File: src/rtl/add8_mon_pkg.sv
// Shared types and widths for the add8 error-characterisation monitors.
package add8_mon_pkg;

  localparam int OPW  = 8;   // operand width
  localparam int SUMW = 9;   // exact sum / approximate result width
  localparam int ERRW = 10;  // signed difference width

  typedef enum logic [1:0] {
    IDLE,
    RUN,
    DRAIN,
    DONE
  } state_t;

  // S1 payload: absolute error and its nonzero flag
  typedef struct packed {
    logic [SUMW-1:0] e;
    logic            nz;
  } err_t;

endpackage

File: src/rtl/add8_err_calc.sv
// Combinational exact-sum / absolute-error datapath for one add8 sample.
module add8_err_calc
  import add8_mon_pkg::*;
(
  input  logic [OPW-1:0]  a,
  input  logic [OPW-1:0]  b,
  input  logic [SUMW-1:0] o,
  output logic [SUMW-1:0] e,
  output logic            nz
);

  logic [SUMW-1:0]        exact;
  logic signed [ERRW-1:0] d;

  assign exact = SUMW'(a) + SUMW'(b);
  // o is unsigned 9-bit, so |d| reaches 511 and still fits SUMW
  assign d     = $signed({1'b0, exact}) - $signed({1'b0, o});
  assign e     = d[ERRW-1] ? SUMW'(-d) : SUMW'(d);
  assign nz    = |e;

endmodule

File: src/rtl/add8_err_monitor.sv
// Streaming error-statistics monitor (SAE / WCE / error count) for add8 adders.
module add8_err_monitor
  import add8_mon_pkg::*;
#(
  parameter int CNT_W = 16,
  parameter int ACC_W = 26
) (
  input  logic             clk,
  input  logic             rst_n,
  input  logic             start,
  input  logic [CNT_W-1:0] n_samples,
  input  logic             in_valid,
  output logic             in_ready,
  input  logic [OPW-1:0]   in_a,
  input  logic [OPW-1:0]   in_b,
  input  logic [SUMW-1:0]  in_o,
  output logic             busy,
  output logic             done,
  output logic [ACC_W-1:0] sae,
  output logic [SUMW-1:0]  wce,
  output logic [CNT_W-1:0] err_cnt,
  output logic             sat
);

  localparam int STAGES = 1;
  localparam int SW     = ACC_W + 1;

  state_t           state, state_nx;
  logic [CNT_W-1:0] remaining;
  logic             start_ok, xfer;
  logic [STAGES:1]  vld_q;
  logic [STAGES:0]  vld_pipe;
  err_t             s1_d, s1_q;
  logic [SW-1:0]    sae_sum;

  assign start_ok = start && (state == IDLE || state == DONE);
  assign in_ready = (state == RUN) && (remaining != '0);
  assign xfer     = in_valid && in_ready;
  assign vld_pipe = {vld_q, xfer};
  assign busy     = (state == RUN) || (state == DRAIN);
  assign done     = (state == DONE);

  add8_err_calc u_calc (
    .a  (in_a),
    .b  (in_b),
    .o  (in_o),
    .e  (s1_d.e),
    .nz (s1_d.nz)
  );

  always_ff @(posedge clk or negedge rst_n) begin
    if (!rst_n) state <= IDLE;
    else        state <= state_nx;
  end

  // A zero-length run skips RUN entirely and reports empty statistics.
  always_comb begin
    state_nx = state;
    case (state)
      IDLE, DONE: if (start) state_nx = (n_samples == '0) ? DONE : RUN;
      RUN:        if (xfer && remaining == CNT_W'(1)) state_nx = DRAIN;
      DRAIN:      if (vld_pipe == '0) state_nx = DONE;
      default:    state_nx = IDLE;
    endcase
  end

  always_ff @(posedge clk or negedge rst_n) begin
    if (!rst_n)        remaining <= '0;
    else if (start_ok) remaining <= n_samples;
    else if (xfer)     remaining <= remaining - CNT_W'(1);
  end

  // S1: capture per-sample error on transfer
  always_ff @(posedge clk or negedge rst_n) begin
    if (!rst_n) begin
      vld_q <= '0;
      s1_q  <= '0;
    end else begin
      vld_q[1] <= xfer;
      if (xfer) s1_q <= s1_d;
    end
  end

  // One extra bit of headroom exposes the carry used for clamping.
  assign sae_sum = {1'b0, sae} + SW'(s1_q.e);

  // S2: accumulate statistics
  always_ff @(posedge clk or negedge rst_n) begin
    if (!rst_n) begin
      sae     <= '0;
      wce     <= '0;
      err_cnt <= '0;
      sat     <= 1'b0;
    end else if (start_ok) begin
      sae     <= '0;
      wce     <= '0;
      err_cnt <= '0;
      sat     <= 1'b0;
    end else if (vld_pipe[1]) begin
      if (sae_sum[ACC_W]) begin
        sae <= '1;
        sat <= 1'b1;
      end else begin
        sae <= sae_sum[ACC_W-1:0];
      end
      if (s1_q.e > wce) wce <= s1_q.e;
      err_cnt <= err_cnt + CNT_W'(s1_q.nz);
    end
  end

endmodule

File: config.mk
export PLATFORM = sky130hd
export DESIGN_NAME = add8_err_monitor
export DESIGN_NICKNAME = d
export VERILOG_FILES = /design/src/rtl/add8_mon_pkg.sv /design/src/rtl/add8_err_calc.sv /design/src/rtl/add8_err_monitor.sv
export SDC_FILE = /design/constraint.sdc
export NUM_CORES = 1
export LEC_CHECK = 0
export CAP_MARGIN = 40
export CORE_AREA = 2 2 121 123
export CTS_CLUSTER_DIAMETER = 100
export DETAILED_ROUTE_END_ITERATION = 7
export DIE_AREA = 0 0 123 125
export HOLD_SLACK_MARGIN = 0.15
export PLACE_DENSITY = 0.67
export SYNTH_ARGS = -nofsm -noshare
export SYNTH_HDL_FRONTEND = slang
export SYNTH_SLANG_ARGS = --single-unit
File: constraint.sdc
create_clock -name clk -period 5.3 [get_ports clk]
set_input_delay 1.325 -clock clk [delete_from_list [all_inputs] [get_ports clk]]
set_output_delay 1.325 -clock clk [all_outputs]
set_load 0.05 [all_outputs]
==> results of run 1 <==
==> cells in the mapped netlist (6+ instances only) <==
library cell,n,area share [%]
inv_1,58,4.0
a21oi_1,24,2.2
buf_2,6,0.55
nand4_1,11,1.3
clkbuf_1,12,0.82
a31oi_1,8,0.91
dfrtp_1,81,37
o21a_1,9,1.2
fa_1,9,3.3
ha_1,37,8.4
nor3_1,14,1.3
xnor2_1,21,3.3
nand3_1,28,2.6
or3_1,9,1.0
mux2i_1,21,3.8
o21ai_0,49,4.5
and3_1,13,1.5
nand2_1,53,3.6
xor2_1,29,4.6
nor2_1,45,3.1
==> routing by layer <==
metal | GRT usage, % | up-vias | routed length, µm
li1 | - | 2306 | -
met1 | 20.7 | 2241 | 5620
met2 | 29.8 | 101 | 6480
met3 | 2.55 | 14 | 503
met4 | 5.55 | 0 | 164
met5 | 0 | - | 0
==> worst min-delay path, delay by kind of cell (launching register included) <==
kind / cells / cell delay, ns
and+or+nand+nor: 2 / 0.11
DFF: 1 / 0.35
==> per-stage QoR <==
stage | instance area [µm²] | setup slack, ns | power (W)
2_1_floorplan | 5490 | 1.36 | 0.00220
3_3_place_gp | 6650 | 0.766 | 0.00262
3_5_place_dp | 6670 | 0.667 | 0.00269
4_1_cts | 6980 | 1.00 | 0.00336
5_1_grt | 6980 | 0.817 | 0.00357
6_report | 6980 | 1.00 | 0.00332
==> area by class of cell <==
class	count	area, µm²
Clock buffer	10	229
Clock inverter	6	82.6
Fill cell	1357	7220
Inverter	59	221
Multi-Input combinational cell	450	3150
Sequential cell	81	2030
Tap cell	184	230
Timing Repair Buffer	104	1040
==> power groups by stage <==
stage | registers, W | logic, W | clock network [W]
floorplan | 0.00113 | 0.00108 | 0
global placement | 0.000968 | 0.00165 | 0
detailed placement | 0.000975 | 0.00171 | 0
CTS | 0.000967 | 0.00172 | 0.000669
global route | 0.000991 | 0.00188 | 0.000696
finish | 0.000964 | 0.00171 | 0.000651
==> final timing paths <==
path	cells past startpoint	end	from	slack [ns]
worst max-delay path	13	s1_q[0]	in_a[5]	1.00
worst min-delay path	2	sat	sat	0.49
worst max register to register	8	sae[13]	s1_q[9]	2.33
worst min register to register	2	sat	sat	0.49
max in group asynchronous	2	remaining[5]	rst_n	3.72
min in group asynchronous	1	sae[5]	rst_n	0.97
==> kinds of logic after synthesis <==
| family | after synthesis | synth area share [%] |
|---|---|---|
| xor gates and xnor gates | 52 | 8.57 |
| and+or+nand+nor | 202 | 18.2 |
| DFF | 81 | 36.9 |
| adders and majority gates | 46 | 11.7 |
| muxes | 23 | 4.24 |
| AOI/OAI and AO/OA | 127 | 14.5 |
| buffers and inverters | 81 | 5.81 |
==> sequential cells by signal, summed over array words and instances, names as in the netlist <==
name       flops
sae           26
err_cnt       16
remaining     16
s1_q          10
wce            9
state          2
sat            1
vld_q          1
==> impl_results.md, run 1 <==
* Run status: complete, no violations
* RSZ-0062 raised after global routing: false
* Vias in the first global route at 4,646
* CP Max Fanout at 7
* Commonest non-fill, non-tap cells in the layout: clkdlybuf4s50_1 (98), dfrtp_1 (81), inv_1 (58)
* Avg Cell Area, Syn at 8.97 µm²
* Most common cell after layout, fill and taps aside: clkdlybuf4s50_1
* Placed Cells at 878
* CP cell instances: clkdlybuf4s50_1, inv_1, fa_1, inv_1, ha_1, or2_1, o2111ai_1, and3_1, xor2_1, a41oi_1, xor2_1, nor3b_1, a31oi_1
* Max incr delay on CP at 0.53 ns
* Seq pwr share at 29.0%
* Comb power frac at 51.4%
* Root buf cell: clkbuf_16
* Die X at 123 µm
* Worst skew pair latency at 0.33 ns
* Async SR Flop Fraction at 100%
* Utilization after layout at 49.2%
* # IOs at 100
* Share of layout cells above drive strength 1 at 4.93%
* Num CTS Buffers at 9
* Final Non-Filler Cells at 894
* Ant. Diodes at 0
* Max_cap viols at 0
* Post-route DRC at 0
* Synth Warn # at 0
* Crit path max-delay family: adder cells
* Port bufs at 99
* Initial antenna violation count at 0
* CTS tree: built
* Layout Skew at 0.00712 ns
* Switching Fraction at 43.8%
* Cts hold-fix bufs at 0
* Max Clk Rate at 233 MHz
* Net Sw Power at 0.00146 W
* WS Path Type: in -> reg
* Hold Fails Final Rpt at 0
* Top_reg_cell synth: dfrtp_1
* Largest net degree at the start of global routing at 44
* P per Cell Area at 476 nW/µm²
* TNS Setup at 0 ns
* Die Y at 125 µm
* Minimum clock period at 4.30 ns
* Share of the cycle needed by the critical path after routing at 81.0%
* Resize count post-CTS at 0
* Initial DRC Count at 217
* Area Overhead vs Synth at 27.1%
* Worst-path clk slew at 0.06 ns
* Gr usage total at 16.8%
* Core region area at 14,200 µm²
* Maximum VDD drop at 186 µV
* Postcts setup bufs at 0
* Max clock buf depth at 2
* H-tree Lvls at 3
* Crit-path slowest cell: fa_1
* Clock power frac at 19.6%
* Routed WL at 12.8 mm
* Cells after Synth at 612
* First-pass GRT wire length at 21.0 mm
* Vias at 4,662
* # rows at 44
* Leak at 3.10 nW
* Area of the mapped netlist at 5490 µm²
* Number of synthesized flops with an enable pin at 0
* Pint at 0.00187 W
* Worst hold slack at 0.491 ns
* Total congestion overflow at 0
* Routed Antenna Nets at 0
* Routed vias/inst at 5.21
* Slew margin rel. at 51.5%
* CP required at 5.49 ns
* Slew @ Worst Pin at 0.725 ns
* Sequential element share of the synthesized area at 36.9%
* Synth Net Count at 703
* Detailed Routing Iterations Pass 1 at 4
* CP bufs+invs at 3
* Min-Delay Path Class: reg -> reg
* Synth Register Bits at 81
* Worst Path Arrival at 4.49 ns
* Final nets at 796
* Post-synthesis cell type count at 61
* Final setup fails at 0
* Starting Density at 38.7%
* CP Capture Type: flop
* CP Launch Type: primary input
* Die ar. at 15,400 µm²
* Routability Congestion at 0.839
* Final max-slew violation count at 0
* Wire per inst at 14.3 µm
* Final HPWL DP at 9.64 mm
* CTS sink count at 81
Note: power is estimated with default switching activity, not from simulation.
==> run 2, diff against run 1 <==
==> constraint.sdc (replaced) <==
create_clock -name clk -period 4.3 [get_ports clk]
set_input_delay 1.075 -clock clk [delete_from_list [all_inputs] [get_ports clk]]
set_output_delay 1.075 -clock clk [all_outputs]
set_load 0.05 [all_outputs]
==> run 2 against run 1 <==
Via count up 0.30%; clock power is 27% higher; flip-flop and latch count unchanged.
==> impl_results.md, run 2 (synthesis gave the netlist of run 1 again) <==
* Maximum VDD drop at 255 µV
* RSZ-0062 raised after global routing: false
* H-tree Lvls at 3
* Slew @ Worst Pin at 0.757 ns
* Area Overhead vs Synth at 29.0%
* Min-delay src: sat
* Stages on the worst setup path at 12
* Minimum clock period at 3.97 ns
* Routability Congestion at 0.851
* Final Non-Filler Cells at 905
* Most flops, register: sae
* Vias at 4,676
* Worst-path clk slew at 0.06 ns
* Min-Delay Path Class: reg -> reg
* Placed Cells at 889
* Total congestion overflow at 0
* Final HPWL DP at 9.64 mm
* Worst skew pair latency at 0.33 ns
* R2r setup slk at 1.34 ns
* Comb power frac at 51.3%
* Utilization after layout at 49.9%
* Share of the cycle needed by the critical path after routing at 92.3%
* Routed Antenna Nets at 0
* Post-route DRC at 0
* Gr usage total at 16.9%
* Net Sw Power at 0.00181 W
* Routed WL at 12.8 mm
* Initial antenna violation count at 0
* Postcts setup bufs at 0
* Crit path max-delay family: adder cells
* Max incr delay on CP at 0.53 ns
* Commonest non-fill, non-tap cells in the layout: clkdlybuf4s50_1 (98), dfrtp_1 (81), inv_1 (58)
* Crit-path slowest cell: fa_1
* # IOs at 100
* Num CTS Buffers at 9
* Reg2reg start: s1_q[9]
* Share of layout cells above drive strength 1 at 6.38%
* Initial DRC Count at 212
* Met2 wire length at 6.39 mm
* Critical path's most frequent cell: fa_1
* Final setup fails at 0
* Worst setup path endpoint: s1_q[0]
* Routed vias/inst at 5.17
* Wire per inst at 14.1 µm
* CP Max Fanout at 4
* Max Clk Rate at 252 MHz
* Layout Skew at 0.00545 ns
* Switching Fraction at 43.4%
* Final nets at 807
* Die Y at 125 µm
* Die ar. at 15,400 µm²
* P per Cell Area at 587 nW/µm²
* Met3 wire length at 450 µm
* Max clock buf depth at 2
* Crit path launch: in_a[1]
* Hold Fails Final Rpt at 0
* Port bufs at 99
* Highest routed layer: met4
* Most common cell after layout, fill and taps aside: clkdlybuf4s50_1
* Worst Path Arrival at 4.17 ns
* # rows at 44
* Die X at 123 µm
* Largest net degree at the start of global routing at 80
* CTS sink count at 81
* CP bufs+invs at 2
* Cts hold-fix bufs at 0
* CTS tree: built
* CP cell instances: clkdlybuf4s50_1, inv_1, fa_1, fa_1, and2b_1, o21a_1, mux2i_1, a211o_1, a41oi_1, xor2_1, nor3b_1, a31oi_1
* Pint at 0.00235 W
* Pwr Total at 0.00416 W
* Max reg flops at 26
* R2R cell count at 8
* Final max-slew violation count at 0
* Starting Density at 38.7%
* Detailed Routing Iterations Pass 1 at 4
* Met1 WL at 5.81 mm
* Resize count post-CTS at 0
* Core region area at 14,200 µm²
* First-pass GRT wire length at 21.0 mm
* CP Capture Type: flop
* WS Path Type: in -> reg
* Max_cap viols at 0
* Vias in the first global route at 4,446
* Root buf cell: clkbuf_16
* RR Endpoint: sae[19]
* Slew margin rel. at 49.6%
* Biggest regs: sae: 26 flops, err_cnt: 16 flops, remaining: 16 flops
* Run status: complete, no violations
* CP required at 4.50 ns
* Ant. Diodes at 0
* Leak at 3.17 nW
* Clock power frac at 19.9%
* CP Launch Type: primary input
* Seq pwr share at 28.9%
[run 2: changes by cell type in the layout (fill, tap and decap cells not counted), sizes merged]
cell	before	now
buf	6	17
clkinvlp	1	0
clkbuf	10	11
[run 2: worst min path at each step]
stage | cells after the start | to
after floorplan | 2 | wce[0]
after global placement | 2 | sat
after detailed placement | 2 | sat
after CTS | 2 | sat
after global routing | 2 | sat
final | 2 | sat
[run 2: worst register-to-register path, stage by stage (launching register included)]
cell and delay (ns):
dfrtp_1 0.44, ha_1 0.36, a21o_1 0.12, a21o_1 0.13, o221a_1 0.42, inv_2 0.11, a2111oi_4 0.41, nand2_1 0.60
o211ai_1 0.27
[run 2: metrics by stage]
stage | setup WS [ns] | TNS [ns] | hold WS (ns) | cell area (µm²)
2_1_floorplan | 0.609 | 0 | 0.513 | 5490
4_1_cts | 0.337 | 0 | 0.513 | 7080
3_3_place_gp | 0.110 | 0 | 0.479 | 6730
3_5_place_dp | -0.00449 | -0.00449 | 0.498 | 6760
6_report | 0.330 | 0 | 0.504 | 7080
5_1_grt | 0.158 | 0 | 0.538 | 7080
[run 2: metal layers]
| metal | up-vias | GRT usage [%] |
|---|---|---|
| li1 | 2334 | - |
| met4 | 0 | 4.61 |
| met2 | 82 | 28.9 |
| met5 | - | 0 |
| met1 | 2251 | 22.1 |
| met3 | 9 | 2.83 |
[run 2: power by group through the flow]
stage | combinational (W) | clock, W | sequential (W)
floorplan | 0.00133 | 0 | 0.00139
global placement | 0.00207 | 0 | 0.00120
detailed placement | 0.00213 | 0 | 0.00121
CTS | 0.00214 | 0.000838 | 0.00120
global route | 0.00236 | 0.000876 | 0.00123
finish | 0.00213 | 0.000826 | 0.00120
[run 2: final cells by class]
class | instances | area [µm²]
Inverter | 59 | 221
Timing Repair Buffer | 115 | 1130
Sequential cell | 81 | 2030
Multi-Input combinational cell | 450 | 3150
Tap cell | 184 | 230
Clock buffer | 11 | 243
Clock inverter | 5 | 78.8
Fill cell | 1353 | 7120
